File: config.mk
export PLATFORM = sky130hd
export DESIGN_NAME = sym_fir_stream
export DESIGN_NICKNAME = d
export VERILOG_FILES = /design/src/rtl/sym_fir_stream.sv
export SDC_FILE = /design/constraint.sdc
export NUM_CORES = 2
export LEC_CHECK = 0
export ABC_AREA = 1
export CORE_ASPECT_RATIO = 0.5
export CORE_MARGIN = 5
export CORE_UTILIZATION = 45
export CTS_CLUSTER_SIZE = 10
export DETAILED_ROUTE_END_ITERATION = 8
export GPL_TIMING_DRIVEN = 1
export MAX_ROUTING_LAYER = met4
export PLACE_DENSITY = 0.61
export SLEW_MARGIN = 15
export SYNTH_ARGS = -nofsm -noshare
export SYNTH_HDL_FRONTEND = slang
export SYNTH_SLANG_ARGS = --single-unit
File: constraint.sdc
create_clock -name clk -period 29.4 [get_ports clk]
set_clock_uncertainty 0.05 [all_clocks]
set_input_delay 8.82 -clock clk [delete_from_list [all_inputs] [get_ports clk]]
set_output_delay 8.82 -clock clk [all_outputs]
set_load 0.05 [all_outputs]
File: src/rtl/sym_fir_stream.sv
// Streaming symmetric FIR: folded pre-add, per-pair multiply, adder tree, then round/shift/saturate.
// One ready/valid advance signal moves the delay line and all four pipeline stages together.
module sym_fir_stream #(
    parameter int DATA_WIDTH  = 12,
    parameter int COEFF_WIDTH = 8,
    parameter int TAPS        = 12,
    parameter int OUT_WIDTH   = 24,
    parameter int SHIFT       = 0,
    localparam int U  = (TAPS + 1) / 2,
    localparam int AW = (U > 1) ? $clog2(U) : 1
) (
    input  logic                          clk,
    input  logic                          clr,
    input  logic                          coeff_we,
    input  logic [AW-1:0]                 coeff_addr,
    input  logic signed [COEFF_WIDTH-1:0] coeff_data,
    input  logic                          in_valid,
    output logic                          in_ready,
    input  logic signed [DATA_WIDTH-1:0]  in_data,
    output logic                          out_valid,
    input  logic                          out_ready,
    output logic signed [OUT_WIDTH-1:0]   out_data,
    output logic                          sat_flag
);

    localparam int HALF = TAPS / 2;
    localparam int W1   = DATA_WIDTH + 1;
    localparam int W2   = DATA_WIDTH + COEFF_WIDTH + 1;
    localparam int W3   = W2 + $clog2(U);
    localparam int RW   = (W3 + 1 > OUT_WIDTH) ? W3 + 1 : OUT_WIDTH + 1;
    localparam int RSH  = (SHIFT > 0) ? SHIFT - 1 : 0;

    localparam logic signed [RW-1:0] RND  = (SHIFT > 0) ? (RW'(1) << RSH) : RW'(0);
    localparam logic signed [RW-1:0] MAXV = {{(RW-OUT_WIDTH+1){1'b0}}, {(OUT_WIDTH-1){1'b1}}};
    localparam logic signed [RW-1:0] MINV = {{(RW-OUT_WIDTH+1){1'b1}}, {(OUT_WIDTH-1){1'b0}}};

    function automatic logic signed [RW-1:0] f_round(input logic signed [W3-1:0] v);
        logic signed [RW-1:0] t;
        t = RW'(v) + RND;
        return t >>> SHIFT;
    endfunction

    // Returns {clipped, value}.
    function automatic logic [OUT_WIDTH:0] f_sat(input logic signed [RW-1:0] v);
        if (v > MAXV)
            return {1'b1, MAXV[OUT_WIDTH-1:0]};
        else if (v < MINV)
            return {1'b1, MINV[OUT_WIDTH-1:0]};
        else
            return {1'b0, v[OUT_WIDTH-1:0]};
    endfunction

    logic signed [COEFF_WIDTH-1:0] r_coef    [0:U-1];
    logic signed [DATA_WIDTH-1:0]  r_dly_p0  [0:TAPS-1];
    logic signed [W1-1:0]          r_pre_p1  [0:U-1];
    logic signed [W2-1:0]          r_prod_p2 [0:U-1];
    logic signed [W3-1:0]          r_sum_p3;
    logic signed [OUT_WIDTH-1:0]   r_out_data;
    logic                          r_sat;
    logic                          r_vld_p0, r_vld_p1, r_vld_p2, r_vld_p3, r_out_valid;

    logic                          w_adv;
    logic                          w_accept;
    logic signed [W1-1:0]          w_pre  [0:U-1];
    logic signed [W2-1:0]          w_prod [0:U-1];
    logic signed [W3-1:0]          w_sum;
    logic [OUT_WIDTH:0]            w_sat;

    assign w_adv     = !r_out_valid || out_ready;
    assign in_ready  = w_adv && !coeff_we && !clr;
    assign w_accept  = in_valid && in_ready;
    assign out_valid = r_out_valid;
    assign out_data  = r_out_data;
    assign sat_flag  = r_sat;

    always_ff @(posedge clk or posedge clr) begin
        if (clr) begin
            for (int i = 0; i < U; i++) r_coef[i] <= '0;
        end else if (coeff_we && (int'(coeff_addr) < U)) begin
            r_coef[coeff_addr] <= coeff_data;
        end
    end

    // p0: delay line, newest sample at index 0
    always_ff @(posedge clk or posedge clr) begin
        if (clr) begin
            for (int i = 0; i < TAPS; i++) r_dly_p0[i] <= '0;
        end else if (w_accept) begin
            r_dly_p0[0] <= in_data;
            for (int i = TAPS - 1; i > 0; i--) r_dly_p0[i] <= r_dly_p0[i-1];
        end
    end

    // p1: fold mirrored taps; an odd centre tap passes through alone
    always_comb begin
        w_pre = '{default: '0};
        for (int k = 0; k < U; k++) begin
            if (k < HALF)
                w_pre[k] = W1'(r_dly_p0[k]) + W1'(r_dly_p0[TAPS-1-k]);
            else
                w_pre[k] = W1'(r_dly_p0[k]);
        end
    end

    // p2: one multiply per unique coefficient
    always_comb begin
        w_prod = '{default: '0};
        for (int k = 0; k < U; k++) w_prod[k] = W2'(r_pre_p1[k]) * W2'(r_coef[k]);
    end

    // p3: sum of products, width grown so no partial sum can wrap
    always_comb begin
        w_sum = '0;
        for (int k = 0; k < U; k++) w_sum = w_sum + W3'(r_prod_p2[k]);
    end

    // p4: round, shift and clip into the output register
    assign w_sat = f_sat(f_round(r_sum_p3));

    always_ff @(posedge clk or posedge clr) begin
        if (clr) begin
            r_vld_p0    <= 1'b0;
            r_vld_p1    <= 1'b0;
            r_vld_p2    <= 1'b0;
            r_vld_p3    <= 1'b0;
            r_out_valid <= 1'b0;
            for (int k = 0; k < U; k++) begin
                r_pre_p1[k]  <= '0;
                r_prod_p2[k] <= '0;
            end
            r_sum_p3   <= '0;
            r_out_data <= '0;
            r_sat      <= 1'b0;
        end else if (w_adv) begin
            r_vld_p0    <= w_accept;
            r_vld_p1    <= r_vld_p0;
            r_vld_p2    <= r_vld_p1;
            r_vld_p3    <= r_vld_p2;
            r_out_valid <= r_vld_p3;
            for (int k = 0; k < U; k++) begin
                r_pre_p1[k]  <= w_pre[k];
                r_prod_p2[k] <= w_prod[k];
            end
            r_sum_p3 <= w_sum;
            if (r_vld_p3) begin
                r_out_data <= w_sat[OUT_WIDTH-1:0];
                r_sat      <= w_sat[OUT_WIDTH];
            end else begin
                r_sat <= 1'b0;
            end
        end
    end

endmodule

* Word level (Yosys, flattened, before mapping)
Index checks and enable logic that the tools add are counted.
Cells by class: add/subtract/negate cells 11, multipliers 6, magnitude comparators 5, mux-type cells 6, bitwise operators 1, reductions and logical operators 10
Operators with widths (count):
- $mul 13x8->21 | 6
- $add 12x12->13 | 6
- $mux 25 | 2
- $add 24x21->24 | 2
- $bwmux 48 | 1
- $add 23x21->24 | 1
- $demux 8 s3 | 1
- $gt 24x24->1 const B | 1
- $lt 24x24->1 const B | 1
- $add 22x21->23 | 1
- $add 21x21->22 | 1
- $mux 8 | 1
- $logic_and 1x1->1 | 5
- $ge 4x4->1 const B | 1
- $lt 4x1->1 const B | 1
- $not 3->4 | 1
- $logic_not 1->1 | 3
- $lt 3x3->1 const B | 1
- $reduce_and 2->1 | 1
- $logic_or 1x1->1 | 1
- $mux 1 | 1
Word-level totals: bits in registers 450, input bits 28, output and inout port bits 27, logic and storage cells 77

* Depth between registers and ports, before layout
depth in word-level cells 6, gate-level depth with buffers 23, depth with buffers taken out 22

* Least setup slack after synthesis
Ideal clock, no wire load.
path kind input-to-output, start point input coeff_we, end point output in_ready, data arrival time 9.308 ns, required time 20.530 ns, setup slack 11.222 ns, cell stages on the path 1, buffers on the path 0, cell sequence nor3_4
Between the ends: word-level cells in the longest chain between the ends 3
Ends and longest elaborated chain:
- from (decl) | RTL line 14 | input logic coeff_we,
- $logic_not 1->1 | RTL line 70 | assign in_ready = w_adv && !coeff_we && !clr;
- $logic_and 1x1->1 (2 in series) | RTL line 70
- to (decl) | RTL line 18 | output logic in_ready,
Every way passes these cells.

* Worst setup path in the final report
start point input out_ready, end point output in_ready
Between the ends: word-level cells in the longest chain between the ends 3
Ends and longest elaborated chain:
- from (decl) | RTL line 21 | input logic out_ready,
- $logic_or 1x1->1 | RTL line 69 | assign w_adv = !r_out_valid || out_ready;
- $logic_and 1x1->1 (2 in series) | RTL line 70
Every way passes these cells.

==> run metrics <==
outcome completed; largest net degree at the start of global routing 182; HPWL after detailed placement 107 mm; worst min path class reg -> reg; RSZ-0062 raised after global routing no; Nets 6,982; Slew Viols, Final 0; Core Area 0.107 mm2; Die Span Y 242 um; Max Cap Viol 0; Crit path largest cell delay 0.86 ns; CTS Buffer Depth 3; remaining antenna violation count 0; vias per cell 5.00; fin crit period 19.46 ns; synthesized flop and latch total 450; CP delay by family, top buffers and inverters; Seq/Total Area, Yosys 0.232; H-tree depth 2; GRT overflow 0; Post-Route WL 132 mm; crit share post-route 0.662; Syn Std Cell Area 0.0485 mm2; Mapped Cells 6,107; Critical Path Fanout Max 4; vias in the first global route 37,300; count of warnings emitted by yosys 0; main flop type after synthesis dfrtp_1; Worst Tran Pin Value 1.04 ns; CTS tree built; setup tns final 0 ns; DRC violations left 0; Relative slew margins 0.306; most frequent cells in the layout nand2_1 (1,676), inv_1 (1,555), fa_1 (602); Syn Nets 7,065; count of cell types in the netlist 34; chip width 474 um; RePlAce Congestion 0.929; Post-CTS Setup Bufs 0; Syn Area/Cell 7.95 um2; Crit-path slowest cell clkdlybuf4s50_1; vias post-DR 37,300; initial core utilization 0.452; CP most frequent cell clkdlybuf4s50_1; number of flops mapped to enable cells by yosys 0; share of post-route cells with drive strength above 1 0.0388; Area Overhead vs Synth 6.34%; Pre-antenna DRT Iters 6; CP Data Required Time 20.53 ns; Bufs and invs on worst path 2; maximum clock frequency 51.4 MHz; Rows 85; # hold bufs at CTS 0; CP Cell Sequence clkdlybuf4s50_1, nor2_4, nor3_4, clkdlybuf4s50_1; Resized cells post-CTS 0; final setup vio count 0; initial antenna violation count 8; Post-synth ARST share 1.00; worst path arrival time 10.59 ns; WL per Instance 17.7 um; Port Buffers 54; die area 0.115 mm2; 1st-iter DRT viols 2,932; TritonCTS Buffers 53; first-pass GRT wire length 210 mm; Clock Latency Late Sink 0.65 ns; Final Hold Vio Count 0; overall routing resource usage 0.238; Crit. End Element output port; Worst-path clk slew 0.06 ns; Critical Path Source Type input port; IO Pins 55; Root Driver clkbuf_16; Crit Path Class in -> out; most common cell after layout, fill and taps aside nand2_1; CTS Sinks 450
-- cells by family (layout without fill, tap and decap cells) --
group / count (synthesis) / in the layout / synth area share
simple gates: 2292 / 2292 / 0.191
buf+inv: 1760 / 1689 / 0.139
fa+ha+maj: 930 / 930 / 0.333
flops: 450 / 450 / 0.232
compound gates: 449 / 449 / 0.0478
mux: 146 / 146 / 0.0424
xor+xnor: 80 / 80 / 0.0144
other cells: 0 / 2 / 0
-- flip-flops by register name, summed over array words and instances, names as in the netlist --
| signal | flops |
|---|---|
| r_prod_p2 | 126 |
| r_vld_p2 | 1 |
| r_sum_p3 | 24 |
| out_valid | 1 |
| r_vld_p0 | 1 |
| r_dly_p0 | 144 |
| out_data | 24 |
| r_coef | 48 |
| r_vld_p1 | 1 |
| r_vld_p3 | 1 |
| sat_flag | 1 |
| r_pre_p1 | 78 |
-- routing by layer --
metal,part of all wire,GRT usage,vias up
met5,0,-,-
met3,0.063,0.0339,132
met2,0.43,0.351,888
met4,0.019,0.0442,0
li1,-,-,17900
met1,0.49,0.354,18400
-- cell type report --
class / count / area (um2)
Tap cell: 1435 / 1800
Clock inverter: 8 / 141
Multi-Input combinational cell: 3897 / 30500
Timing Repair Buffer: 65 / 656
Antenna cell: 2 / 5.00
Clock buffer: 59 / 1360
Inverter: 1557 / 5860
Sequential cell: 450 / 11300
Fill cell: 10400 / 55700
-- synthesized netlist by cell type, types with 16 or more instances --
cell type / instances / area (um2)
nor2_1: 230 / 863
nand3_1: 267 / 1340
xor2_1: 27 / 236
mux2_4: 110 / 1650
a31oi_1: 16 / 100
inv_1: 1557 / 5840
buf_2: 32 / 160
xnor2_1: 53 / 464
mux2_2: 31 / 349
dfrtp_1: 450 / 11300
nand2_1: 1676 / 6290
clkbuf_1: 152 / 571
o21ai_0: 262 / 1310
ha_1: 328 / 4100
nand3b_1: 32 / 240
nand4_1: 42 / 263
a21oi_1: 146 / 731
fa_1: 602 / 12100
-- path summary, 6_finish.rpt --
| kind | start | endpoint | slack, ns | cells after the start |
|---|---|---|---|---|
| hold reg to reg | r_vld_p1 | r_vld_p2 | 0.43 | 2 |
| min in group asynchronous | clr | r_pre_p1[5] | 8.62 | 2 |
| hold / removal | r_vld_p1 | r_vld_p2 | 0.43 | 2 |
| setup reg to reg | r_coef[42] | r_prod_p2[115] | 24.37 | 15 |
| setup / recovery | out_ready | in_ready | 9.94 | 4 |
| max in group asynchronous | clr | r_prod_p2[56] | 18.60 | 4 |
-- stage by stage --
step           setup WS [ns]  cells   util  instance area, um2  hold slack [ns]
6_report                9.94   7473  0.481               51600            0.426
5_1_grt                 9.89   7471  0.481               51600            0.453
4_1_cts                 9.94   7470  0.481               51600            0.424
3_5_place_dp            9.95   7403  0.467               50100            0.410
3_3_place_gp            9.94   7403  0.467               50100            0.402
2_1_floorplan           7.99   6107      -               48500            0.392
-- worst min-delay path, delay by kind of cell (launching register included) --
family | cells | cell delay [ns]
flip-flops | 1 | 0.34
AND/OR/NAND/NOR | 2 | 0.10
Power is left out: the tool's default activity adds up to more than one toggle a clock period on the data nets, which glitch-free logic cannot reach.
